File: src/rtl/exc_pkg.sv
// Shared types and constants for the exception controller.
package exc_pkg;
  typedef enum logic [1:0] {
    NORMAL  = 2'd0,
    HANDLER = 2'd1,
    LOCKUP  = 2'd2
  } exc_state_t;

  localparam logic [3:0] CAUSE_NONE     = 4'b0000;
  localparam logic [3:0] CAUSE_INV_OP   = 4'b0001;
  localparam logic [3:0] CAUSE_IRQ      = 4'b0010;
  localparam logic [3:0] CAUSE_BAD_ERET = 4'b0011;

  localparam logic [63:0] VEC_BASE_DEF = 64'h0000_0000_0000_00D8;
endpackage

File: src/rtl/exc_ctrl_if.sv
// Pipeline <-> exception controller signal bundle.
interface exc_ctrl_if;
  logic [3:0]  EStatus;
  logic        ERet;
  logic [63:0] PC;
  logic        ExtIRQ;
  logic        Exc;
  logic [63:0] ExcVector;
  logic [63:0] ERetPC;
  logic [63:0] ELR;
  logic [63:0] ESR;
  logic        Flush;
  logic        InHandler;
  logic        Halt;

  modport master (
    output EStatus, ERet, PC, ExtIRQ,
    input  Exc, ExcVector, ERetPC, ELR, ESR, Flush, InHandler, Halt
  );
  modport slave (
    input  EStatus, ERet, PC, ExtIRQ,
    output Exc, ExcVector, ERetPC, ELR, ESR, Flush, InHandler, Halt
  );
endinterface

File: src/rtl/exc_ctrl_irq_sync.sv
// Two-flop synchronizer for the asynchronous external interrupt level.
module irq_sync (
  input  logic clk,
  input  logic reset,
  input  logic d,
  output logic q
);
  logic ff1, ff2;

  always_ff @(posedge clk or posedge reset) begin
    if (reset) begin
      ff1 <= 1'b0;
      ff2 <= 1'b0;
    end else begin
      ff1 <= d;
      ff2 <= ff1;
    end
  end

  assign q = ff2;
endmodule

File: src/rtl/exc_ctrl.sv
// Exception controller: NORMAL/HANDLER/LOCKUP FSM with ELR/ESR capture.
// Define EXC_IRQ_EN to enable the synchronized external interrupt path.
module exc_ctrl
  import exc_pkg::*;
#(
  parameter logic [63:0] VEC_BASE = VEC_BASE_DEF
) (
  input logic       clk,
  input logic       reset,
  exc_ctrl_if.slave bus
);
  exc_state_t  state, state_d;
  logic [63:0] elr;
  logic [3:0]  esr, cause;
  logic        exc, flush, irq_ent, pend;

`ifdef EXC_IRQ_EN
  logic irq_s;

  irq_sync u_irq_sync (
    .clk   (clk),
    .reset (reset),
    .d     (bus.ExtIRQ),
    .q     (irq_s)
  );

  // Pending is cleared only on the edge that actually enters for the IRQ.
  always_ff @(posedge clk or posedge reset) begin
    if (reset) pend <= 1'b0;
    else       pend <= ~irq_ent & (pend | irq_s);
  end
`else
  logic unused_irq;
  assign unused_irq = bus.ExtIRQ | irq_ent;
  assign pend       = 1'b0;
`endif

  always_comb begin
    state_d = state;
    exc     = 1'b0;
    flush   = 1'b0;
    cause   = CAUSE_NONE;
    irq_ent = 1'b0;
    case (state)
      NORMAL: begin
        if (bus.EStatus != CAUSE_NONE) begin
          exc = 1'b1; flush = 1'b1; cause = bus.EStatus; state_d = HANDLER;
        end else if (bus.ERet) begin
          exc = 1'b1; flush = 1'b1; cause = CAUSE_BAD_ERET; state_d = HANDLER;
        end else if (pend) begin
          exc = 1'b1; flush = 1'b1; cause = CAUSE_IRQ; state_d = HANDLER;
          irq_ent = 1'b1;
        end
      end
      HANDLER: begin
        // A fault inside the handler wins over a simultaneous ERET.
        if (bus.EStatus != CAUSE_NONE) begin
          flush = 1'b1; state_d = LOCKUP;
        end else if (bus.ERet) begin
          state_d = NORMAL;
        end
      end
      LOCKUP:  flush = 1'b1;
      default: state_d = NORMAL;
    endcase
  end

  always_ff @(posedge clk or posedge reset) begin
    if (reset) state <= NORMAL;
    else       state <= state_d;
  end

  always_ff @(posedge clk or posedge reset) begin
    if (reset) begin
      elr <= '0;
      esr <= CAUSE_NONE;
    end else if (exc) begin
      elr <= bus.PC;
      esr <= cause;
    end
  end

  assign bus.Exc       = exc & ~reset;
  assign bus.Flush     = flush & ~reset;
  assign bus.ExcVector = VEC_BASE;
  assign bus.ELR       = elr;
  assign bus.ERetPC    = elr;
  assign bus.ESR       = {60'b0, esr};
  assign bus.InHandler = (state == HANDLER);
  assign bus.Halt      = (state == LOCKUP);
endmodule

File: src/flat_wrapper.sv
// flat-port wrapper written by rule: the top's interface ports become plain ports
module exc_ctrl_flat import exc_pkg::*;
#(
  parameter logic [63:0] VEC_BASE = VEC_BASE_DEF
)
  (clk, reset, bus_EStatus, bus_ERet, bus_PC, bus_ExtIRQ, bus_Exc, bus_ExcVector, bus_ERetPC, bus_ELR, bus_ESR, bus_Flush, bus_InHandler, bus_Halt);
  exc_ctrl_if bus_i ();
  input logic clk;
  input logic reset;
  input wire logic [$bits(bus_i.EStatus)-1:0] bus_EStatus;
  input wire logic [$bits(bus_i.ERet)-1:0] bus_ERet;
  input wire logic [$bits(bus_i.PC)-1:0] bus_PC;
  input wire logic [$bits(bus_i.ExtIRQ)-1:0] bus_ExtIRQ;
  output wire logic [$bits(bus_i.Exc)-1:0] bus_Exc;
  output wire logic [$bits(bus_i.ExcVector)-1:0] bus_ExcVector;
  output wire logic [$bits(bus_i.ERetPC)-1:0] bus_ERetPC;
  output wire logic [$bits(bus_i.ELR)-1:0] bus_ELR;
  output wire logic [$bits(bus_i.ESR)-1:0] bus_ESR;
  output wire logic [$bits(bus_i.Flush)-1:0] bus_Flush;
  output wire logic [$bits(bus_i.InHandler)-1:0] bus_InHandler;
  output wire logic [$bits(bus_i.Halt)-1:0] bus_Halt;
  assign bus_i.EStatus = bus_EStatus;
  assign bus_i.ERet = bus_ERet;
  assign bus_i.PC = bus_PC;
  assign bus_i.ExtIRQ = bus_ExtIRQ;
  assign bus_Exc = bus_i.Exc;
  assign bus_ExcVector = bus_i.ExcVector;
  assign bus_ERetPC = bus_i.ERetPC;
  assign bus_ELR = bus_i.ELR;
  assign bus_ESR = bus_i.ESR;
  assign bus_Flush = bus_i.Flush;
  assign bus_InHandler = bus_i.InHandler;
  assign bus_Halt = bus_i.Halt;
  exc_ctrl #(.VEC_BASE(VEC_BASE)) u_core (.clk(clk), .reset(reset), .bus(bus_i));
endmodule
File: config.mk
export PLATFORM = sky130hd
export DESIGN_NAME = exc_ctrl_flat
export DESIGN_NICKNAME = d
export VERILOG_FILES = /design/src/rtl/exc_pkg.sv /design/src/rtl/exc_ctrl_if.sv /design/src/rtl/exc_ctrl_irq_sync.sv /design/src/rtl/exc_ctrl.sv /design/src/flat_wrapper.sv
export SDC_FILE = /design/constraint.sdc
export NUM_CORES = 1
export LEC_CHECK = 0
export CAP_MARGIN = 5
export CORE_ASPECT_RATIO = 0.75
export CORE_MARGIN = 2
export CORE_UTILIZATION = 25
export CTS_BUF_LIST = sky130_fd_sc_hd__clkbuf_4
export DETAILED_ROUTE_END_ITERATION = 6
export PLACE_DENSITY = 0.79
export SKIP_CTS_REPAIR_TIMING = 1
export SYNTH_ARGS = -nofsm -noshare
export SYNTH_HDL_FRONTEND = slang
export SYNTH_SLANG_ARGS = --single-unit
File: constraint.sdc
create_clock -name clk -period 1.95 [get_ports clk]
set_input_delay 0.2925 -clock clk [delete_from_list [all_inputs] [get_ports clk]]
set_output_delay 0.2925 -clock clk [all_outputs]
set_load 0.01 [all_outputs]
==> results of run 1 <==
==> cell usage in the layout, fill, tap and decap left out, types with 3 or more instances in the layout <==
cell type	instances
clkdlybuf4s50_1	202
mux2_2	58
clkbuf_4	9
conb_1	124
buf_4	19
mux2_1	6
inv_1	3
nor2_1	3
dfrtp_1	70
dlymetal6s2s_1	4
clkinv_1	3
==> per-layer routing <==
layer,track usage (%),vias to the layer above,part of all wire [%]
met5,0,-,0
met4,3.55,0,1.4
met3,4.67,12,9.5
met2,15.6,159,50
met1,11.1,1250,39
li1,-,1166,-
==> synthesized netlist by cell type, drive strengths merged <==
| cell type | count |
|---|---|
| a21o | 1 |
| a21oi | 2 |
| a22o | 2 |
| buf | 195 |
| conb | 2 |
| dfrtp | 70 |
| inv | 4 |
| mux2 | 64 |
| nand2b | 1 |
| nor2 | 4 |
| nor2b | 1 |
| nor4 | 3 |
| o21ai | 1 |
| o22a | 1 |
| o31ai | 1 |
| or4 | 1 |
==> worst max-delay path, stage by stage <==
cell             delay [ps]
clkdlybuf4s50_1         450
or4_4                   550
o21ai_4                 170
nor2_1                   60
dlymetal6s2s_1          170
==> worst min-delay path by stage <==
stage	cells past startpoint	from	slack [ps]	to
2_1_floorplan	1	bus_ERet	390	u_core.state[0]
3_3_place_gp	2	u_core.esr[0]	510	u_core.esr[0]
3_5_place_dp	2	u_core.esr[0]	510	u_core.esr[0]
4_1_cts	3	reset	340	u_core.state[0]
5_1_grt	3	reset	390	u_core.state[0]
6_report	3	reset	380	u_core.bus.ELR[25]
==> layout make-up <==
type,count,area share [%]
timing repair buffer,227,39.1
inverter,4,0.326
sequential,70,30.4
tap,210,4.56
clock buffer,9,1.17
clock inverter,7,1.52
multi-input combinational,206,22.9
==> flip-flops by register name, summed over array words and instances, names as in the netlist <==
register / flops
u_core.esr: 4
u_core.bus.ELR: 64
u_core.state: 2
==> power by group through the flow <==
stage / sequential (mW) / clock, mW / combinational, mW
2_1_floorplan: 3.07 / 0 / 3.13
3_3_place_gp: 2.85 / 0 / 5.68
3_5_place_dp: 2.85 / 0 / 5.75
4_1_cts: 2.84 / 1.14 / 5.76
5_1_grt: 2.95 / 1.19 / 6.04
6_report: 2.82 / 1.05 / 5.66
==> metrics by stage <==
stage / instances / power, mW / hold WS (ps)
6_report: 733 / 9.53 / 379
5_1_grt: 733 / 10.2 / 387
4_1_cts: 733 / 9.74 / 335
3_5_place_dp: 717 / 8.60 / 513
3_3_place_gp: 717 / 8.53 / 505
2_1_floorplan: 475 / 6.20 / 389
==> cell families (layout without fill, tap and decap cells) <==
logic type / after synthesis / count (layout)
AOI/OAI and AO/OA: 8 / 8
buffers and inverters: 199 / 247
DFF: 70 / 70
muxes: 64 / 64
other: 2 / 124
and+or+nand+nor: 10 / 10
==> metrics.txt, run 1 <==
status complete, but fails checks; failing checks setup timing; Final Instance Area 5760 sq um; xor-xnor portion of the synthesized cell area 0%; CTS H-tree lvls 3; largest net degree at the start of global routing 39; first-pass GRT wire length 12.9 mm; Critical path origin bus_EStatus[1]; combinational share of power 59.4%; initial antenna violation count 0; nets@finish 590; Max Clock Skew 11.5 ps; clock power share 11.0%; hold violation total from the final report 0; unrepaired setup endpoints after global routing true; Die ar. 17500 sq um; post-synthesis simple-gate area fraction 1.40%; final wirelength 8.62 mm; Initial Utilization 25.6%; GRT overflow 0; Residual DRC 0; Startpoint Class primary input; mux share of post-synthesis cell area 17.5%; post-synthesis compound-gate area fraction 1.64%; clk_lat worst skew 430 ps; GR Util All Layers 9.59%; Leak Pwr 2.59 nW; Synth area leaders dfrtp_1, buf_4, mux2_2, buf_6, mux2_1; post-layout min period 1990 ps; Syn. warnings 0; post-synth top area cell dfrtp_1; drt wl/cell 11.8 microns; Reg clk slew, reported paths 120 ps; Post-Synth Adder-Cell Area 0%; die width 152 microns; CP Max Fanout 3; footprint of the multi-input gates 1320 sq um; core area 16100 sq um; dpl ws -388 ps; R2R Setup Slk 400 ps; layout cells sized above 1 18.5%; placer congestion estimate 0.743; path category of the worst min-delay check primary input to asynchronous set/reset pin; DP HPWL 6.96 mm; Reg area 1750 sq um; Worst Path Class, Setup primary input to primary output; Post-Syn Instances 353; vias in the first global route 2504; Reg2Reg Depth 5; area grow syn2layout 40.2%; Max rail drop VDD 0.704 mV; post-route ant nets 0; clock buffer depth 2; slew of the pin with the lowest slew margin 509 ps; design internal power 6.32 mW; Setup violations, final 1; Sw Ratio 33.7%; CTS sink cnt 70; distinct cell type count after synthesis 18; largest family of logic cells by synthesized area buffers and inverters; DR vias 2587; critical path arrival 1700 ps; Crit Reg-Reg Endpoint u_core.bus.ELR[62]; die height 115 microns; post-synthesis sequential area ratio 42.6%; #FFs+latches synth 70; Slew headroom 66.1%; Worst setup EP type primary output; reg2reg start u_core.state[0]; Num CTS Buffers 9; area share of the largest cell type after synthesis 42.6%; Fmax 0.502 GHz; Cell Area, Synth 4110 sq um; ANT cells 0; CP endpoint bus_Exc; IO Pins 332; final worst-path cycle share 102%; Placed Area 5590 sq um; CP required 1660 ps; detailed router's first-iteration violation count 48; row cnt 40; worst setup margin -40.7 ps; sequential power share 29.6%; Avg Cell Area, Syn 11.6 sq um; Initial DRT Pass Iterations 4; CTS tree done; max_cap viols 0; port buffer count 206; Max Slew Vio Count 0; Root Buffer clkbuf_4; FILL cells 1612; utilization after layout 35.9%; Vias/cell 3.53; P_sw 3.21 mW; total negative slack -40.7 ps; pwr dens 1650 nW/um^2
Note: power is estimated with default switching activity, not from simulation.
==> run 2: changes to the inputs <==
CORE_MARGIN = default   (was 2)
SLEW_MARGIN = 20   (was default)
==> run 2 against run 1 <==
  * Die area down 3.0%
  * Global-route usage hardly changed
  * Core utilization is essentially flat
  * Routed wire length decreased by 5.6%
  * The run still ends with setup timing left
  * Count of clock-buffer cells in the layout up 1
  * Largest power group unchanged
  * Cell count fell by 0.27%
  * Fmax is 1.9% higher
  * Non-clock buffer count down 2
  * Combinational power about the same
==> metrics.txt, run 2 (same netlist as run 1, synthesis figures left out) <==
largest net degree at the start of global routing 41 (+5.1%); die height 113 microns (-1.7%); die width 150 microns (-1.3%); most frequent cells in the layout clkdlybuf4s50_1, conb_1, dfrtp_1, mux2_2, buf_4; port buffer count 206 (unchanged); max_cap viols 0 (unchanged); area grow syn2layout 40.3% (about the same); IO Pins 332 (unchanged); Sw Ratio 33.5% (-0.18 points); total negative slack -3.96 ps (+36.7 ps); Crit Reg-Reg Endpoint u_core.bus.ELR[0]; dpl ws -338 ps (+50.1 ps); CP endpoint bus_Exc; CTS tree done; reg2reg start u_core.state[1]; post-route ant nets 0 (unchanged); critical path arrival 1660 ps (-40 ps); Max Slew Vio Count 0 (unchanged); clock power share 11.3% (+0.3 points); drt wl/cell 11.1 microns (-5.4%); slew of the pin with the lowest slew margin 526 ps (+17.0 ps); layout cells sized above 1 18.6% (+0.071 points); core area 16100 sq um (unchanged); Leak Pwr 2.60 nW (about the same); Worst setup EP type primary output; CTS H-tree lvls 3 (unchanged); Setup violations, final 1 (unchanged); Residual DRC 0 (unchanged); max reg flops 64 (unchanged); commonest non-fill, non-tap cell in the layout clkdlybuf4s50_1; first-pass GRT wire length 12.1 mm (-6.5%); GRT overflow 0 (unchanged); row cnt 40 (unchanged); Max Clock Skew 12.1 ps (+0.608 ps); P_sw 3.19 mW (-0.69%); WHS 369 ps (-10.0 ps); Critical path origin bus_EStatus[0]; Max rail drop VDD 0.706 mV (+0.22%); CTS sink cnt 70 (unchanged); worst setup margin -3.96 ps (+36.7 ps); CP Max Fanout 3 (unchanged); initial antenna violation count 0 (unchanged); CP required 1660 ps (about the same); Vias/cell 3.46 (-2.0%); detailed router's first-iteration violation count 25 (-48%); Num CTS Buffers 9 (unchanged); post-layout min period 1950 ps (-36.7 ps); Placed Area 5570 sq um (-0.40%); unrepaired setup endpoints after global routing true; final worst-path cycle share 100% (-1.9 points); pwr dens 1650 nW/um^2 (-0.23%); DP HPWL 6.54 mm (-6.0%); DR vias 2528 (-2.3%); GR Util All Layers 9.56% (-0.028 points); FILL cells 1587 (-1.6%); Root Buffer clkbuf_4; Final Instance Area 5770 sq um (about the same); R2R Setup Slk 430 ps (+30 ps); final wirelength 8.14 mm (-5.6%); path category of the worst min-delay check primary input to asynchronous set/reset pin; hold violation total from the final report 0 (unchanged); design internal power 6.33 mW (+0.13%); status complete, but fails checks; Reg clk slew, reported paths 120 ps (about the same); Fmax 0.512 GHz (+1.9%); combinational share of power 59.3% (about the same); Die ar. 17000 sq um (-3.0%); Worst Path Class, Setup primary input to primary output; Slew headroom 64.9% (-1.1 points); sequential power share 29.4% (-0.2 points); Tot Pwr 9.51 mW (-0.15%); Initial Utilization 25.6% (unchanged); clock buffer depth 2 (unchanged); placer congestion estimate 0.711 (-4.3%); Startpoint Class primary input; failing checks setup timing; Initial DRT Pass Iterations 4 (unchanged); vias in the first global route 2245 (-10%); ANT cells 0 (unchanged); Reg2Reg Depth 6 (+1); nets@finish 588 (-0.34%); clk_lat worst skew 430 ps (about the same)
==> run 2: area by class of cell <==
class | instances | area, sq um | area share, %
inverters | 4 | 18.8 | 0.325
clock inverters | 6 | 86.3 | 1.50
well taps | 210 | 263 | 4.56
clock buffers | 10 | 75.1 | 1.30
multi-input cells | 206 | 1330 | 23.1
flip-flops and latches | 70 | 1750 | 30.4
repair buffers | 225 | 2240 | 38.8
==> run 2: per-layer routing <==
layer | vias up | GRT usage, % | part of all wire [%]
met5 | - | 0 | 0
met4 | 0 | 4.04 | 1.5
met3 | 11 | 4.35 | 11
met2 | 153 | 14.9 | 47
met1 | 1205 | 11.3 | 40
li1 | 1159 | - | -
==> run 2: metrics by stage <==
step           std cells  util [%]
2_1_floorplan        475         -
3_3_place_gp         714      34.6
3_5_place_dp         714      34.6
4_1_cts              730      35.7
5_1_grt              731      35.9
6_report             731      35.9
==> run 2: worst min-delay path by stage <==
| stage | start | to | slack, ps |
|---|---|---|---|
| detailed placement | u_core.esr[2] | u_core.esr[2] | 510 |
| global route | reset | u_core.esr[3] | 360 |
| finish | reset | u_core.esr[3] | 370 |
| floorplan | bus_ERet | u_core.state[0] | 390 |
| global placement | u_core.esr[3] | u_core.esr[3] | 490 |
| CTS | reset | u_core.esr[3] | 320 |
==> run 2: power groups by stage <==
stage | clock network, mW | registers (mW) | logic, mW
finish | 1.07 | 2.80 | 5.64
global route | 1.20 | 2.92 | 6.03
floorplan | 0 | 3.07 | 3.13
global placement | 0 | 2.84 | 5.61
CTS | 1.14 | 2.82 | 5.70
detailed placement | 0 | 2.84 | 5.68
==> run 2: worst max-delay path, cell delays in order <==
cell and delay, ps:
clkdlybuf4s50_1 430, or4_4 560, o21ai_4 160, nor2_1 50, dlymetal6s2s_1 170
==> run 3: changes to the inputs <==
CORE_MARGIN = 4   (was default)
==> run 3 against run 2 <==
  * Sequential cell count stayed put
  * Non-clock buffer count is 6 lower
  * Final area fell by 1.0%
  * Count of clock-buffer cells in the layout decreased by 1
  * The flow now finishes without violations
  * Combinational power barely moved
  * Fmax increased by 2.7%
  * Critical path type is now primary input to register
  * Register-to-register slack worse by 80 ps
==> metrics.txt, run 3 (same netlist as run 1, synthesis figures left out) <==
status complete, no violations; detailed router's first-iteration violation count 85 (+240%); Placed Area 5530 sq um (-0.58%); clock buffer depth 2 (unchanged); Worst setup EP type register; Setup violations, final 0 (-1); largest net degree at the start of global routing 71 (+73%); CTS H-tree lvls 3 (unchanged); total negative slack 0 ps (+3.96 ps); initial antenna violation count 0 (unchanged); final wirelength 9.47 mm (+16%); row cnt 40 (unchanged); path category of the worst min-delay check primary input to register; CTS tree done; core area 16100 sq um (unchanged); dpl ws -346 ps (-7.76 ps); Max rail drop VDD 1.20 mV (+71%); CP Max Fanout 21 (+18); WP buf/inv 4 (+2); first-pass GRT wire length 13.5 mm (+12%); Fmax 0.525 GHz (+2.7%); nets@finish 582 (-1.0%); Vias/cell 3.51 (+1.4%); Worst Path Class, Setup primary input to register; critical path cell sequence clkdlybuf4s50_1 -> or4_4 -> o21ai_4 -> buf_4 -> buf_4 -> buf_12 -> mux2_2; max reg flops 64 (unchanged); IO Pins 332 (unchanged); worst setup margin 46.9 ps (+50.8 ps); Leak Pwr 2.56 nW (-1.4%); CP top delay family buffers and inverters; placer congestion estimate 0.731 (+2.8%); area grow syn2layout 38.9%; DR vias 2540 (+0.47%); Max Clock Skew 5.18 ps (-6.90 ps); Initial DRT Pass Iterations 4 (unchanged); Startpoint Class primary input; Reg clk slew, reported paths 110 ps (about the same); Max Slew Vio Count 0 (unchanged); DP HPWL 7.54 mm (+15%); pwr dens 1660 nW/um^2 (+0.44%); post-layout min period 1900 ps (-50.8 ps); vias in the first global route 2443 (+8.8%); unrepaired setup endpoints after global routing false; CP required 2260 ps (+600 ps); die width 156 microns (+4.0%); die height 119 microns (+5.3%); clk_lat worst skew 420 ps (about the same); commonest non-fill, non-tap cell in the layout clkdlybuf4s50_1; Initial Utilization 25.6% (unchanged); CTS sink cnt 70 (unchanged); final worst-path cycle share 97.6% (-2.6 points); Crit-path slowest cell or4_4; CP max stage delay 540 ps (-20 ps); GR Util All Layers 9.33% (-0.23 points); post-route ant nets 0 (unchanged); Die ar. 18600 sq um (+9.5%); ANT cells 0 (unchanged); port buffer count 206 (unchanged); GRT overflow 0 (unchanged); Final Instance Area 5710 sq um (-1.0%); drt wl/cell 13.1 microns (+18%); hold violation total from the final report 0 (unchanged); Residual DRC 0 (unchanged); max_cap viols 0 (unchanged); layout cells sized above 1 17.5% (-1.1 points); CP most frequent cell buf_4; Num CTS Buffers 9 (unchanged); critical path arrival 2210 ps (+550 ps); Root Buffer clkbuf_4; most frequent cells in the layout clkdlybuf4s50_1, conb_1, dfrtp_1, mux2_2, buf_4
[run 3: cell count changes in the layout (fill, tap and decap cells not counted), sizes merged]
cell / delta
clkdlybuf4s50: -1
buf: -5
clkbuf: -1
[run 3: worst paths after layout]
check	start	endpoint	slack, ps	cells past startpoint
min reg2reg	u_core.esr[2]	u_core.esr[2]	530	1
max	bus_EStatus[1]	u_core.bus.ELR[52]	50	7
max reg2reg	u_core.state[0]	u_core.bus.ELR[52]	350	6
max in group asynchronous	reset	u_core.bus.ELR[56]	1250	3
min	bus_EStatus[2]	u_core.esr[2]	270	3
min in group asynchronous	reset	u_core.bus.ELR[6]	390	3
[run 3: worst min-delay path: cells and delay by family]
family / cells / cell delay (ps)
AO/OA/AOI/OAI: 1 / 120
buffers and inverters: 2 / 250
[run 3: metal layers]
layer  routed length [microns]  part of all wire [%]  global-route usage (%)  vias to the layer above
met3                      1110                    12                    4.47                       10
met4                       121                   1.3                    2.95                        0
met1                      3600                    38                    11.1                     1222
li1                          -                     -                       -                     1150
met2                      4640                    49                    14.9                      158
met5                         0                     0                       0                        -
[run 3: layout make-up]
class                   instances  area [sq um]
flip-flops and latches         70          1750
clock buffers                   9          67.6
clock inverters                 6          77.6
inverters                       4          18.8
well taps                     210           263
repair buffers                219          2200
fillers                      1646         10400
multi-input cells             206          1330
[run 3: through the flow]
stage	hold WS (ps)	utilization, %	total power, mW	cells
after floorplan	389	-	6.20	475
after global placement	495	34.4	8.46	708
after detailed placement	496	34.4	8.55	708
after CTS	352	35.4	9.64	723
after global routing	218	35.5	10.1	724
final	270	35.5	9.46	724
[run 3: power by group]
group / total [mW] / switching (mW) / internal (mW)
clock: 1.02 / 0.516 / 0.501
combinational: 5.62 / 2.12 / 3.51
sequential: 2.82 / 0.606 / 2.21
